$ cat config.mk
export PLATFORM = sky130hd
export DESIGN_NAME = inst_issue_queue_flat
export DESIGN_NICKNAME = d
export VERILOG_FILES = /design/src/rtl/inst_issue_queue_pkg.sv /design/src/rtl/inst_issue_queue_if.sv /design/src/rtl/inst_issue_queue_fifo.sv /design/src/rtl/inst_issue_queue.sv /design/src/flat_wrapper.sv
export SDC_FILE = /design/constraint.sdc
export NUM_CORES = 1
export LEC_CHECK = 0
export ABC_CLOCK_PERIOD_IN_PS = 9400
export CAP_MARGIN = 20
export CORE_MARGIN = 4
export CORE_UTILIZATION = 35
export CTS_BUF_LIST = sky130_fd_sc_hd__clkbuf_16
export DETAILED_ROUTE_END_ITERATION = 10
export SLEW_MARGIN = 20
export SYNTH_ARGS = -nofsm -noshare
export SYNTH_HDL_FRONTEND = slang
export SYNTH_SLANG_ARGS = --single-unit
$ cat constraint.sdc
create_clock -name clock -period 9.4 [get_ports clock]
set_input_delay 1.88 -clock clock [delete_from_list [all_inputs] [get_ports clock]]
set_output_delay 1.88 -clock clock [all_outputs]
set_load 0.005 [all_outputs]
$ cat src/rtl/inst_issue_queue_pkg.sv
// Shared types for the instruction issue queue: operand/opcode widths,
// register file size and the packed instruction record kept in the FIFO.
package inst_issue_queue_pkg;

  localparam int NUM_REGS = 4;

  typedef logic [3:0] t_opcode;
  typedef logic [7:0] t_data;
  typedef logic [1:0] t_reg_name;

  typedef struct packed {
    t_opcode   opcode;
    t_data     imm;
    t_reg_name src1;
    t_reg_name src2;
    t_reg_name dst;
  } t_inst;

  // One-hot mask selecting a single register in the pending bitmap.
  function automatic logic [NUM_REGS-1:0] reg_mask(t_reg_name r);
    logic [NUM_REGS-1:0] m;
    m    = '0;
    m[r] = 1'b1;
    return m;
  endfunction

endpackage

$ cat src/rtl/inst_issue_queue_if.sv
// Bundle of the issue queue's front-end, issue and writeback signals.
// master = the environment driving instructions/writebacks; slave = the queue.
interface inst_issue_queue_if
  import inst_issue_queue_pkg::*;
#(
  parameter int DEPTH = 4,
  parameter int CNT_W = $clog2(DEPTH + 1)
);
  logic                instv;
  t_opcode             opcode;
  t_data               imm;
  t_reg_name           src1;
  t_reg_name           src2;
  t_reg_name           dst;
  logic                in_ready;
  logic                overflow;
  logic                iss_valid;
  logic                iss_ready;
  t_opcode             iss_opcode;
  t_data               iss_imm;
  t_reg_name           iss_src1;
  t_reg_name           iss_src2;
  t_reg_name           iss_dst;
  logic                wb_valid;
  t_reg_name           wb_dst;
  logic [NUM_REGS-1:0] pending;
  logic [CNT_W-1:0]    count;

  modport master (
    output instv, opcode, imm, src1, src2, dst, iss_ready, wb_valid, wb_dst,
    input  in_ready, overflow, iss_valid, iss_opcode, iss_imm, iss_src1,
           iss_src2, iss_dst, pending, count
  );

  modport slave (
    input  instv, opcode, imm, src1, src2, dst, iss_ready, wb_valid, wb_dst,
    output in_ready, overflow, iss_valid, iss_opcode, iss_imm, iss_src1,
           iss_src2, iss_dst, pending, count
  );
endinterface

$ cat src/rtl/inst_issue_queue_fifo.sv
// Generic DEPTH-entry synchronous FIFO of t_inst. Payload is not reset;
// pointers wrap naturally because DEPTH is a power of two.
module inst_fifo
  import inst_issue_queue_pkg::*;
#(
  parameter int DEPTH = 4,
  parameter int CNT_W = $clog2(DEPTH + 1)
) (
  input  logic             clock,
  input  logic             reset,
  input  logic             push,
  input  t_inst            wdata,
  input  logic             pop,
  output t_inst            rdata,
  output logic             full,
  output logic             empty,
  output logic [CNT_W-1:0] count
);
  localparam int PTR_W = $clog2(DEPTH);

  t_inst            mem [DEPTH];
  logic [PTR_W-1:0] wr_ptr, rd_ptr;
  logic             push_ok, pop_ok;

  assign full    = (count == CNT_W'(DEPTH));
  assign empty   = (count == '0);
  assign push_ok = push && !full;
  assign pop_ok  = pop && !empty;
  assign rdata   = mem[rd_ptr];

  // Payload write; storage carries no reset.
  always_ff @(posedge clock) begin
    if (push_ok) mem[wr_ptr] <= wdata;
  end

  // Pointer and occupancy bookkeeping.
  always_ff @(posedge clock or negedge reset) begin
    if (!reset) begin
      wr_ptr <= '0;
      rd_ptr <= '0;
      count  <= '0;
    end else begin
      if (push_ok) wr_ptr <= wr_ptr + PTR_W'(1);
      if (pop_ok)  rd_ptr <= rd_ptr + PTR_W'(1);
      case ({push_ok, pop_ok})
        2'b10:   count <= count + CNT_W'(1);
        2'b01:   count <= count - CNT_W'(1);
        default: count <= count;
      endcase
    end
  end

endmodule

$ cat src/rtl/inst_issue_queue.sv
// In-order instruction issue queue: FIFO buffering plus a per-register
// pending-write scoreboard that stalls the head on RAW/WAW hazards.
module inst_issue_queue
  import inst_issue_queue_pkg::*;
#(
  parameter int DEPTH = 4,
  parameter int CNT_W = $clog2(DEPTH + 1)
) (
  input logic               clock,
  input logic               reset,
  inst_issue_queue_if.slave bus
);
  t_inst               wr_inst, head;
  logic                full, empty, push, fire, hazard, issuable;
  logic [NUM_REGS-1:0] pending, pending_nxt;
  logic                overflow;
  logic [CNT_W-1:0]    count;

  assign wr_inst = '{opcode: bus.opcode, imm: bus.imm, src1: bus.src1,
                     src2: bus.src2, dst: bus.dst};

  // A full queue refuses pushes even if the head leaves this cycle.
  assign push     = bus.instv && !full;
  assign hazard   = pending[head.src1] | pending[head.src2] | pending[head.dst];
  assign issuable = !empty && !hazard;
  assign fire     = issuable && bus.iss_ready;

  inst_fifo #(.DEPTH(DEPTH), .CNT_W(CNT_W)) u_fifo (
    .clock (clock),
    .reset (reset),
    .push  (push),
    .wdata (wr_inst),
    .pop   (fire),
    .rdata (head),
    .full  (full),
    .empty (empty),
    .count (count)
  );

  // Scoreboard update: writeback clears, issue sets; set applied last so it wins.
  always_comb begin
    pending_nxt = pending;
    if (bus.wb_valid) pending_nxt = pending_nxt & ~reg_mask(bus.wb_dst);
    if (fire)         pending_nxt = pending_nxt | reg_mask(head.dst);
  end

  // Scoreboard register and the one-cycle dropped-instruction flag.
  always_ff @(posedge clock or negedge reset) begin
    if (!reset) begin
      pending  <= '0;
      overflow <= 1'b0;
    end else begin
      pending  <= pending_nxt;
      overflow <= bus.instv && full;
    end
  end

  assign bus.in_ready   = !full;
  assign bus.overflow   = overflow;
  assign bus.iss_valid  = issuable;
  assign bus.iss_opcode = head.opcode;
  assign bus.iss_imm    = head.imm;
  assign bus.iss_src1   = head.src1;
  assign bus.iss_src2   = head.src2;
  assign bus.iss_dst    = head.dst;
  assign bus.pending    = pending;
  assign bus.count      = count;

endmodule

$ cat src/flat_wrapper.sv
// flat-port wrapper written by rule: the top's interface ports become plain ports
module inst_issue_queue_flat import inst_issue_queue_pkg::*;
#(
  parameter int DEPTH = 4,
  parameter int CNT_W = $clog2(DEPTH + 1)
)
  (clock, reset, bus_instv, bus_opcode, bus_imm, bus_src1, bus_src2, bus_dst, bus_iss_ready, bus_wb_valid, bus_wb_dst, bus_in_ready, bus_overflow, bus_iss_valid, bus_iss_opcode, bus_iss_imm, bus_iss_src1, bus_iss_src2, bus_iss_dst, bus_pending, bus_count);
  inst_issue_queue_if #(.DEPTH(DEPTH), .CNT_W(CNT_W)) bus_i ();
  input logic clock;
  input logic reset;
  input wire logic [$bits(bus_i.instv)-1:0] bus_instv;
  input wire logic [$bits(bus_i.opcode)-1:0] bus_opcode;
  input wire logic [$bits(bus_i.imm)-1:0] bus_imm;
  input wire logic [$bits(bus_i.src1)-1:0] bus_src1;
  input wire logic [$bits(bus_i.src2)-1:0] bus_src2;
  input wire logic [$bits(bus_i.dst)-1:0] bus_dst;
  input wire logic [$bits(bus_i.iss_ready)-1:0] bus_iss_ready;
  input wire logic [$bits(bus_i.wb_valid)-1:0] bus_wb_valid;
  input wire logic [$bits(bus_i.wb_dst)-1:0] bus_wb_dst;
  output wire logic [$bits(bus_i.in_ready)-1:0] bus_in_ready;
  output wire logic [$bits(bus_i.overflow)-1:0] bus_overflow;
  output wire logic [$bits(bus_i.iss_valid)-1:0] bus_iss_valid;
  output wire logic [$bits(bus_i.iss_opcode)-1:0] bus_iss_opcode;
  output wire logic [$bits(bus_i.iss_imm)-1:0] bus_iss_imm;
  output wire logic [$bits(bus_i.iss_src1)-1:0] bus_iss_src1;
  output wire logic [$bits(bus_i.iss_src2)-1:0] bus_iss_src2;
  output wire logic [$bits(bus_i.iss_dst)-1:0] bus_iss_dst;
  output wire logic [$bits(bus_i.pending)-1:0] bus_pending;
  output wire logic [$bits(bus_i.count)-1:0] bus_count;
  assign bus_i.instv = bus_instv;
  assign bus_i.opcode = bus_opcode;
  assign bus_i.imm = bus_imm;
  assign bus_i.src1 = bus_src1;
  assign bus_i.src2 = bus_src2;
  assign bus_i.dst = bus_dst;
  assign bus_i.iss_ready = bus_iss_ready;
  assign bus_i.wb_valid = bus_wb_valid;
  assign bus_i.wb_dst = bus_wb_dst;
  assign bus_in_ready = bus_i.in_ready;
  assign bus_overflow = bus_i.overflow;
  assign bus_iss_valid = bus_i.iss_valid;
  assign bus_iss_opcode = bus_i.iss_opcode;
  assign bus_iss_imm = bus_i.iss_imm;
  assign bus_iss_src1 = bus_i.iss_src1;
  assign bus_iss_src2 = bus_i.iss_src2;
  assign bus_iss_dst = bus_i.iss_dst;
  assign bus_pending = bus_i.pending;
  assign bus_count = bus_i.count;
  inst_issue_queue #(.DEPTH(DEPTH), .CNT_W(CNT_W)) u_core (.clock(clock), .reset(reset), .bus(bus_i));
endmodule
==> metrics.yaml <==
layout_commonest_cell: "edfxtp_1"
p_total_uw: 1430
synth.distinct_cells: 30
syn_area_per_cell_sq_um: 19.8
postSynthCellCount: 169
start_kind: "register"
grt_remaining_overflow: 0
worst_slew_pin_slew_ns: 0.990
num-nets-final: 260
crit_fanout: 19
grt_pass1_vias: 1803
drc: 0
vias_per_cell: 4.65
period_share: 0.530
synth_top_area_frac: 0.647
min_period_ns: 4.98
ant_nets: 0
dieArea_sq_mm: 0.0112
cts_buffer_depth: 2
cts_max_level: 3
synth_nets: 200
ys_seq_area_frac: 0.737
area_delta_synth_final_pct: 29.3
crit_type: "register to output pin"
utilization: 0.466
finalSetupViolCount: 0
hold_slack_ns: 0.551
wl_microns: 6110
hold_buffers: 0
grt_pass1_wl_microns: 9670
synth_edf_count: 72
numCtsBuffers: 9
relSlewSlack: 0.340
worst_setup_path_end_kind: "output pin"
grt_usage: 0.115
synth_area_leader_cell: "edfxtp_1"
worst_ep_arrival_time_ns: 3.10
num_vias: 1684
post_cts_buffers: 0
min_delay_path_depth: 1
num_rows: 35
crit_required_ns: 7.52
drt_iter0_markers: 47
synthArstFlopShare: 0.143
io_pins: 53
clock_latency_ns: 0.33
fmax_mhz: 201
synth-seq-cells: 84
hp-class: "register to register"
dp_hpwl_microns: 3920
setup_tns_ns: 0
route.detailed.wl_per_inst_microns: 16.9
cts_tree: "built"
chipHeight_microns: 106
grt_setup_unrepaired: "false"
cts_resized: 0
clock_skew_ns: 0.00456
synthesis.area_sq_mm: 0.00334
ys_warn_count: 0
timing.final.hold_violations: 0
n_antenna_cell: 0
drive_above_1_share: 0.172
slew_viol_final: 0
r2r_cells: 11
start_util: 0.360
cts.clk_slew.worst_paths_ns: 0.06
cap_violations: 0
status: "finished clean"
grt_max_degree: 21
core_area_sq_mm: 0.00928
antenna_found_initial: 0
power_density_mw_per_mm2: 330
fp.dieW_microns: 106
first_pass_iters: 4
layout_common_cells: "edfxtp_1, clkdlybuf4s50_1, mux4_2"
dominantRegCellSynth: "edfxtp_1"
ir_drop_v: 0.000140
ys_top_cells_by_area: "edfxtp_1, mux4_2, dfrtp_1, ha_1, o21ai_0"
cts_sinks: 84
clockRootBuffer: "clkbuf_16"
place.gp.congestion: 0.754
p_leak_uw: 0.00149
port_buffers: 52
==> layout make-up <==
class                      instances  area [sq um]
clock buffer                       9           225
clock inverter                     6          88.8
fill                             830          4960
inverter                           6          22.5
multi-input combinational         75           835
sequential                        84          2460
tap                              129           161
timing repair buffer              53           528
==> logic make-up (layout without fill, tap and decap cells) <==
| logic type | after synthesis | after routing | share of synthesized area |
|---|---|---|---|
| flops | 84 | 84 | 0.737 |
| simple gates | 29 | 29 | 0.0524 |
| mux | 21 | 21 | 0.131 |
| compound gates | 13 | 13 | 0.0262 |
| buf+inv | 10 | 74 | 0.0138 |
| fa+ha+maj | 6 | 6 | 0.0247 |
| xor+xnor | 6 | 6 | 0.0157 |
==> critical path, cell delays in order (launching register included) <==
cell and delay [ns]:
dfrtp_1 0.89, mux4_2 0.49, and2_4 0.20, a221oi_2 0.27, nand4_2 0.22, nor2_1 0.18, clkdlybuf4s50_1 0.52
==> where the power goes <==
group,switching [uW],internal (uW),total [uW],leakage [uW]
Combinational,221,285,506,0.000539
Clock,136,231,367,0.000150
Sequential,52.5,502,554,0.000806
==> synthesized netlist by cell type (2+ instances only) <==
library cell  count
buf_1             2
ha_1              5
dfrtp_1          12
mux2i_1           2
mux4_2           18
and3_1            5
xor2_1            4
edfxtp_1         72
nor3_1            2
o21ai_0           8
xnor2_1           2
nand2_1           7
nor2_1            4
inv_1             6
nor2b_1           5
==> flip-flops by register name (all words and copies together) (netlist names) <==
signal / cells
u_core.bus.overflow: 1
u_core.bus.pending: 4
u_core.u_fifo.count: 3
u_core.u_fifo.mem: 72
u_core.u_fifo.rd_ptr: 2
u_core.u_fifo.wr_ptr: 2
==> per-layer routing <==
layer,track usage,share of wire,up-vias
met5,0,0,-
met4,0.0472,0.012,0
met3,0.0447,0.071,6
met2,0.179,0.47,50
met1,0.144,0.45,836
li1,-,-,792
==> final timing paths <==
kind / from / to / slack, ns
max reg2reg: u_core.u_fifo.rd_ptr[1]$_DFFE_PN0P_ / u_core.u_fifo.count[2]$_DFFE_PN0P_ / 5.85
max: u_core.u_fifo.rd_ptr[1]$_DFFE_PN0P_ / bus_iss_valid / 4.42
min reg2reg: u_core.u_fifo.wr_ptr[0]$_DFFE_PN0P_ / u_core.u_fifo.wr_ptr[0]$_DFFE_PN0P_ / 0.55
min: u_core.u_fifo.wr_ptr[0]$_DFFE_PN0P_ / u_core.u_fifo.wr_ptr[0]$_DFFE_PN0P_ / 0.55
max in group asynchronous: reset / u_core.u_fifo.rd_ptr[1]$_DFFE_PN0P_ / 7.09
min in group asynchronous: reset / u_core.bus.pending[2]$_DFF_PN0_ / 1.93
==> per-stage QoR <==
| stage | cell area [sq um] | worst slack, ns | std cells |
|---|---|---|---|
| 6_report | 4320 | 4.42 | 362 |
| 5_1_grt | 4320 | 4.19 | 362 |
| 4_1_cts | 4320 | 4.36 | 362 |
| 3_5_place_dp | 4010 | 4.72 | 347 |
| 3_3_place_gp | 4010 | 4.76 | 347 |
| 2_1_floorplan | 3340 | 5.65 | 169 |
No activity file was read; power rests on OpenSTA's default activity.
